<file path="config.mk">
export PLATFORM = sky130hd
export DESIGN_NAME = hub75_scanner
export DESIGN_NICKNAME = d
export VERILOG_FILES = /design/src/rtl/hub75_scanner.sv
export SDC_FILE = /design/constraint.sdc
export NUM_CORES = 1
export LEC_CHECK = 0
export ABC_AREA = 1
export ABC_CLOCK_PERIOD_IN_PS = 6600
export CORE_UTILIZATION = 40
export CTS_CLUSTER_SIZE = 25
export DETAILED_ROUTE_END_ITERATION = 10
export PLACE_DENSITY = 0.67
export SYNTH_ARGS = -nofsm -noshare
export SYNTH_HDL_FRONTEND = slang
export SYNTH_SLANG_ARGS = --single-unit
</file>
<file path="constraint.sdc">
create_clock -name clk -period 6.6 [get_ports clk]
set_clock_uncertainty 0.2 [all_clocks]
set_input_delay 0.99 -clock clk [delete_from_list [all_inputs] [get_ports clk]]
set_output_delay 0.99 -clock clk [all_outputs]
set_load 0.05 [all_outputs]
</file>
<file path="src/rtl/hub75_scanner.sv">
// HUB75 panel scanner: walks a 64x32 frame buffer row by row and bit plane by bit plane,
// shifting two rows per pass and holding each plane on the panel for a binary-weighted time.
module hub75_scanner #(
    parameter int unsigned BITS       = 8,
    parameter int unsigned BASE_TICKS = 1
) (
    input  logic        clk,
    input  logic        reset_n,
    input  logic        enable,
    output logic [9:0]  read_addr,
    output logic        read_en,
    input  logic [31:0] read_data_top,
    input  logic [31:0] read_data_bottom,
    output logic [1:0]  hub75_red,
    output logic [1:0]  hub75_green,
    output logic [1:0]  hub75_blue,
    output logic [3:0]  hub75_addr,
    output logic        hub75_clk,
    output logic        hub75_lat,
    output logic        hub75_oe_n,
    output logic        frame_done
);

    localparam int unsigned TICK_W     = $clog2((BASE_TICKS << 7) + 1);
    localparam logic [2:0]  PLANE_LAST = 3'(BITS - 1);
    localparam logic [2:0]  PLANE_OFS  = 3'(8 - BITS);

    typedef enum logic [2:0] {
        S_IDLE,
        S_FETCH,
        S_SHIFT_LOW,
        S_SHIFT_HIGH,
        S_BLANK,
        S_LATCH,
        S_DISPLAY
    } state_t;

    state_t              r_state;
    logic [3:0]          r_row;
    logic [5:0]          r_col;
    logic [2:0]          r_plane;
    logic [TICK_W-1:0]   r_tick;
    logic [9:0]          r_read_addr;
    logic                r_read_en;
    logic [1:0]          r_red;
    logic [1:0]          r_green;
    logic [1:0]          r_blue;
    logic [3:0]          r_hub_addr;
    logic                r_hub_clk;
    logic                r_lat;
    logic                r_oe_n;
    logic                r_frame_done;

    state_t              w_state_nxt;
    logic [3:0]          w_row_nxt;
    logic [5:0]          w_col_nxt;
    logic [2:0]          w_plane_nxt;
    logic [TICK_W-1:0]   w_tick_nxt;
    logic [9:0]          w_read_addr_nxt;
    logic                w_read_en_nxt;
    logic [1:0]          w_red_nxt;
    logic [1:0]          w_green_nxt;
    logic [1:0]          w_blue_nxt;
    logic [3:0]          w_hub_addr_nxt;
    logic                w_hub_clk_nxt;
    logic                w_lat_nxt;
    logic                w_oe_n_nxt;
    logic                w_frame_done_nxt;

    logic [2:0]          w_bit;
    logic [TICK_W-1:0]   w_tick_load;
    logic [7:0]          w_top_r, w_top_g, w_top_b;
    logic [7:0]          w_bot_r, w_bot_g, w_bot_b;
    logic                w_unused_alpha;

    // Channel slices of the pixel words; the top byte carries nothing for the panel
    assign w_top_r        = read_data_top[7:0];
    assign w_top_g        = read_data_top[15:8];
    assign w_top_b        = read_data_top[23:16];
    assign w_bot_r        = read_data_bottom[7:0];
    assign w_bot_g        = read_data_bottom[15:8];
    assign w_bot_b        = read_data_bottom[23:16];
    assign w_unused_alpha = ^{read_data_top[31:24], read_data_bottom[31:24]};

    assign w_bit       = PLANE_OFS + r_plane;
    assign w_tick_load = (TICK_W'(BASE_TICKS) << r_plane) - TICK_W'(1);

    // Next-state and next-output logic; outputs are registered from the upcoming state
    always_comb begin
        w_state_nxt      = r_state;
        w_row_nxt        = r_row;
        w_col_nxt        = r_col;
        w_plane_nxt      = r_plane;
        w_tick_nxt       = r_tick;
        w_read_addr_nxt  = r_read_addr;
        w_read_en_nxt    = 1'b0;
        w_red_nxt        = r_red;
        w_green_nxt      = r_green;
        w_blue_nxt       = r_blue;
        w_hub_addr_nxt   = r_hub_addr;
        w_frame_done_nxt = 1'b0;

        case (r_state)
            S_IDLE: begin
                if (enable) begin
                    w_state_nxt = S_FETCH;
                    w_row_nxt   = 4'd0;
                    w_plane_nxt = 3'd0;
                    w_col_nxt   = 6'd0;
                end
            end
            S_FETCH: begin
                w_col_nxt   = 6'd0;
                w_state_nxt = S_SHIFT_LOW;
            end
            S_SHIFT_LOW: begin
                w_red_nxt   = {w_bot_r[w_bit], w_top_r[w_bit]};
                w_green_nxt = {w_bot_g[w_bit], w_top_g[w_bit]};
                w_blue_nxt  = {w_bot_b[w_bit], w_top_b[w_bit]};
                // Prefetch the next column while the panel clock is high
                if (r_col != 6'd63) begin
                    w_read_en_nxt   = 1'b1;
                    w_read_addr_nxt = {r_row, r_col + 6'd1};
                end
                w_state_nxt = S_SHIFT_HIGH;
            end
            S_SHIFT_HIGH: begin
                if (r_col != 6'd63) begin
                    w_col_nxt   = r_col + 6'd1;
                    w_state_nxt = S_SHIFT_LOW;
                end else begin
                    w_col_nxt      = 6'd0;
                    w_hub_addr_nxt = r_row;
                    w_state_nxt    = S_BLANK;
                end
            end
            S_BLANK: begin
                w_state_nxt = S_LATCH;
            end
            S_LATCH: begin
                w_tick_nxt  = w_tick_load;
                w_state_nxt = S_DISPLAY;
            end
            S_DISPLAY: begin
                if (r_tick != '0) begin
                    w_tick_nxt = r_tick - TICK_W'(1);
                end else if (r_plane != PLANE_LAST) begin
                    w_plane_nxt = r_plane + 3'd1;
                    w_state_nxt = S_FETCH;
                end else if (r_row != 4'd15) begin
                    w_plane_nxt = 3'd0;
                    w_row_nxt   = r_row + 4'd1;
                    w_state_nxt = S_FETCH;
                end else begin
                    w_plane_nxt      = 3'd0;
                    w_row_nxt        = 4'd0;
                    w_frame_done_nxt = 1'b1;
                    w_state_nxt      = enable ? S_FETCH : S_IDLE;
                end
            end
            default: begin
                w_state_nxt = S_IDLE;
            end
        endcase

        if (w_state_nxt == S_FETCH) begin
            w_read_en_nxt   = 1'b1;
            w_read_addr_nxt = {w_row_nxt, 6'd0};
        end

        w_hub_clk_nxt = (w_state_nxt == S_SHIFT_HIGH);
        w_lat_nxt     = (w_state_nxt == S_LATCH);
        w_oe_n_nxt    = (w_state_nxt != S_DISPLAY);
    end

    // State, counters and output registers
    always_ff @(posedge clk or negedge reset_n) begin
        if (!reset_n) begin
            r_state      <= S_IDLE;
            r_row        <= 4'd0;
            r_col        <= 6'd0;
            r_plane      <= 3'd0;
            r_tick       <= '0;
            r_read_addr  <= 10'd0;
            r_read_en    <= 1'b0;
            r_red        <= 2'b00;
            r_green      <= 2'b00;
            r_blue       <= 2'b00;
            r_hub_addr   <= 4'd0;
            r_hub_clk    <= 1'b0;
            r_lat        <= 1'b0;
            r_oe_n       <= 1'b1;
            r_frame_done <= 1'b0;
        end else begin
            r_state      <= w_state_nxt;
            r_row        <= w_row_nxt;
            r_col        <= w_col_nxt;
            r_plane      <= w_plane_nxt;
            r_tick       <= w_tick_nxt;
            r_read_addr  <= w_read_addr_nxt;
            r_read_en    <= w_read_en_nxt;
            r_red        <= w_red_nxt;
            r_green      <= w_green_nxt;
            r_blue       <= w_blue_nxt;
            r_hub_addr   <= w_hub_addr_nxt;
            r_hub_clk    <= w_hub_clk_nxt;
            r_lat        <= w_lat_nxt;
            r_oe_n       <= w_oe_n_nxt;
            r_frame_done <= w_frame_done_nxt;
        end
    end

    assign read_addr   = r_read_addr;
    assign read_en     = r_read_en;
    assign hub75_red   = r_red;
    assign hub75_green = r_green;
    assign hub75_blue  = r_blue;
    assign hub75_addr  = r_hub_addr;
    assign hub75_clk   = r_hub_clk;
    assign hub75_lat   = r_lat;
    assign hub75_oe_n  = r_oe_n;
    assign frame_done  = r_frame_done;

endmodule

</file>
==> qor.txt <==
# nets final: 536
Hold buffers post-CTS: 0
Pin count of the biggest net entering global routing: 50
MaxCap Viol Count: 0
Worst-Skew Late Latency: 0.30 ns
Area growth, synth to finish: 29.49%
Antenna-violating nets left: 0
P_sw: 0.1237 mW
# IOs: 92
Critical Path Source Type: register
Die width: 88.23 um
Worst EP arrival: 3.45 ns
Std-Cell Core Area: 7214 um^2
Synthesized area per cell: 7.606 um^2
Routed WL per cell: 13.48 um
RSZ-0062 raised after global routing: no
Overall power: 0.5321 mW
Min Tclk post-route: 3.411 ns
Die ar.: 7784 um^2
PwrDens: 138.2 nW/um^2
Kind of critical path: register to register
Lkg Pwr: 1.775 nW
Top FF cell, synth: dfrtp_1
CP delay by family, top: buffers and inverters
Synth warn: 0
Critical-path cell list: clkinv_1 -> ha_1 -> nand3_1 -> o21ai_2 -> inv_1 -> ha_1 -> nand3_1 -> xor2_1 -> o21ai_1
Row count: 31
Slowest cell on crit path: dfrtp_1
H-tree levels: 2
CTS tree: done
Slew Viols, Final: 0
Mapped Area: 2974 um^2
Worst-margin pin slew: 1.077 ns
Period utilisation layout: 51.69%
Fillers: 709
Post-synthesis sequential area ratio: 41.27%
Critical path buffer and inverter count: 2
Required time of the critical path: 6.63 ns
Internal power: 0.4084 mW
Post-route DRC: 0
Clk pwr share: 32.4%
Layout cells sized above 1: 8.460%
Post-CTS Resized: 0
GR Overflow Total: 0
DRT Pass-1 Iters: 4
EDFF count, synth: 0
Status: finished clean
CTS Buffer Depth: 2
# diodes: 0
Worst Hold Class: register to register
Syn Nets: 467
Net Sw Frac: 23.25%
Vias in the first global route: 2665
Initial antenna violation count: 0
Comb power frac: 10.5%
Fmax: 0.2931 GHz
CTS root buffer: clkbuf_8
Most frequent cells in the layout: nand2_1 (83), clkdlybuf4s50_1 (74), dfrtp_1 (48)
WL final: 7548 um
Synthesized instance count: 391
Final setup fails: 0
Initial detailed-routing violation count: 136
Vias: 2813
Gr usage total: 20.74%
Normalized max-slew margin: 28.17%
Inserted Clock Buffers: 5
Worst path max stage delay: 0.86 ns
Clock Sinks: 49
Die H: 88.23 um
DR vias/cell: 5.023
First-pass GRT wire length: 12640 um
Final Hold Viols: 0
Count of different cell masters after synthesis: 35
Starting Density: 41.22%
Gp weighted congestion: 0.8152
Fraction of registers with async set/reset: 100.0%
PortBufs: 75
Worst ir drop on vdd: 0.08442 mV
Crit Path Max Fanout: 28
Dpl hpwl: 5553 um
Clock transition at path regs: 0.09 ns
Commonest non-fill, non-tap cell in the layout: nand2_1
Total Neg Setup Slack: 0 ns
Worst setup EP type: register
Yosys reg bits: 49
Setup Buffers After CTS: 0
Flop pwr share: 57.2%
==> power by group through the flow <==
| stage | Clock, mW | Sequential, mW | Combinational [mW] |
|---|---|---|---|
| global placement | 0 | 0.310 | 0.0555 |
| global route | 0.188 | 0.305 | 0.0603 |
| finish | 0.172 | 0.304 | 0.0558 |
| detailed placement | 0 | 0.310 | 0.0560 |
| CTS | 0.177 | 0.304 | 0.0566 |
| floorplan | 0 | 0.318 | 0.00683 |
==> final timing paths <==
check / startpoint / end / slack, ns / cells after the start
min in group asynchronous: reset_n / read_addr[8] / 0.67 / 1
hold reg to reg: hub75_addr[2] / hub75_addr[2] / 0.29 / 2
max in group asynchronous: reset_n / hub75_green[1] / 4.85 / 1
setup reg to reg: r_plane[0] / r_tick[4] / 3.19 / 9
setup / recovery: r_plane[0] / r_tick[4] / 3.19 / 9
hold / removal: hub75_addr[2] / hub75_addr[2] / 0.29 / 2
==> synth_stat cells (8+ instances only) <==
cell	number	share of area, %
nand3_1	38	6.4
ha_1	9	3.8
o21ai_1	10	1.7
o221ai_1	10	2.9
inv_2	8	1.0
dfrtp_1	48	40
o21ai_0	42	7.1
inv_1	40	5.0
nand2_1	83	10
nor2_1	39	4.9
==> layer usage <==
layer	share of wire, %	routed length, um	GRT usage, %	up-vias
met1	48	3660	29.37	1325
met5	0	0	0	-
li1	-	-	-	1430
met2	46	3509	33.64	50
met3	4.2	317	3.825	8
met4	0.78	59	3.519	0
==> cell families (layout without fill, tap and decap cells) <==
kind of cell	count (synthesis)	count (layout)	share of synthesized area [%]
simple gates	186	186	28.73
compound gates	78	78	15.40
buf+inv	63	133	9.045
xor+xnor	6	6	1.767
fa+ha+maj	9	9	3.786
flops	49	49	41.27
==> tightest hold or removal path, stage by stage, from the launching register on <==
cell     delay [ns]
dfrtp_1        0.35
nand2_1        0.05
o21ai_0        0.05
==> area by class of cell <==
class	instances	area [um^2]	share of cell area (%)
Clock buffer	5	68.82	1.787
Sequential cell	49	1227	31.87
Inverter	50	190.2	4.938
Tap cell	99	123.9	3.216
Timing Repair Buffer	75	745.7	19.36
Multi-Input combinational cell	279	1478	38.37
Clock inverter	3	17.52	0.4548
==> registers in the layout, summed over array words and instances (netlist names) <==
name and flops:
read_addr 10, r_tick 8, r_col 6, hub75_addr 4, r_row 4, r_plane 3, r_state 3, hub75_blue 2
hub75_green 2, hub75_red 2, frame_done 1, hub75_clk 1, hub75_lat 1, hub75_oe_n 1, read_en 1
==> stage by stage <==
step | instances | setup slack (ns) | hold slack, ns | instance area, um^2 | utilization, %
6_report | 560 | 3.189 | 0.2900 | 3851 | 53.38
5_1_grt | 560 | 2.899 | 0.3063 | 3851 | 53.38
4_1_cts | 560 | 3.171 | 0.2913 | 3851 | 53.38
3_5_place_dp | 552 | 3.183 | 0.2725 | 3765 | 52.19
3_3_place_gp | 552 | 3.228 | 0.2640 | 3765 | 52.19
2_1_floorplan | 391 | 4.446 | 0.2711 | 2974 | -
Power figures use the tool's default switching activity.
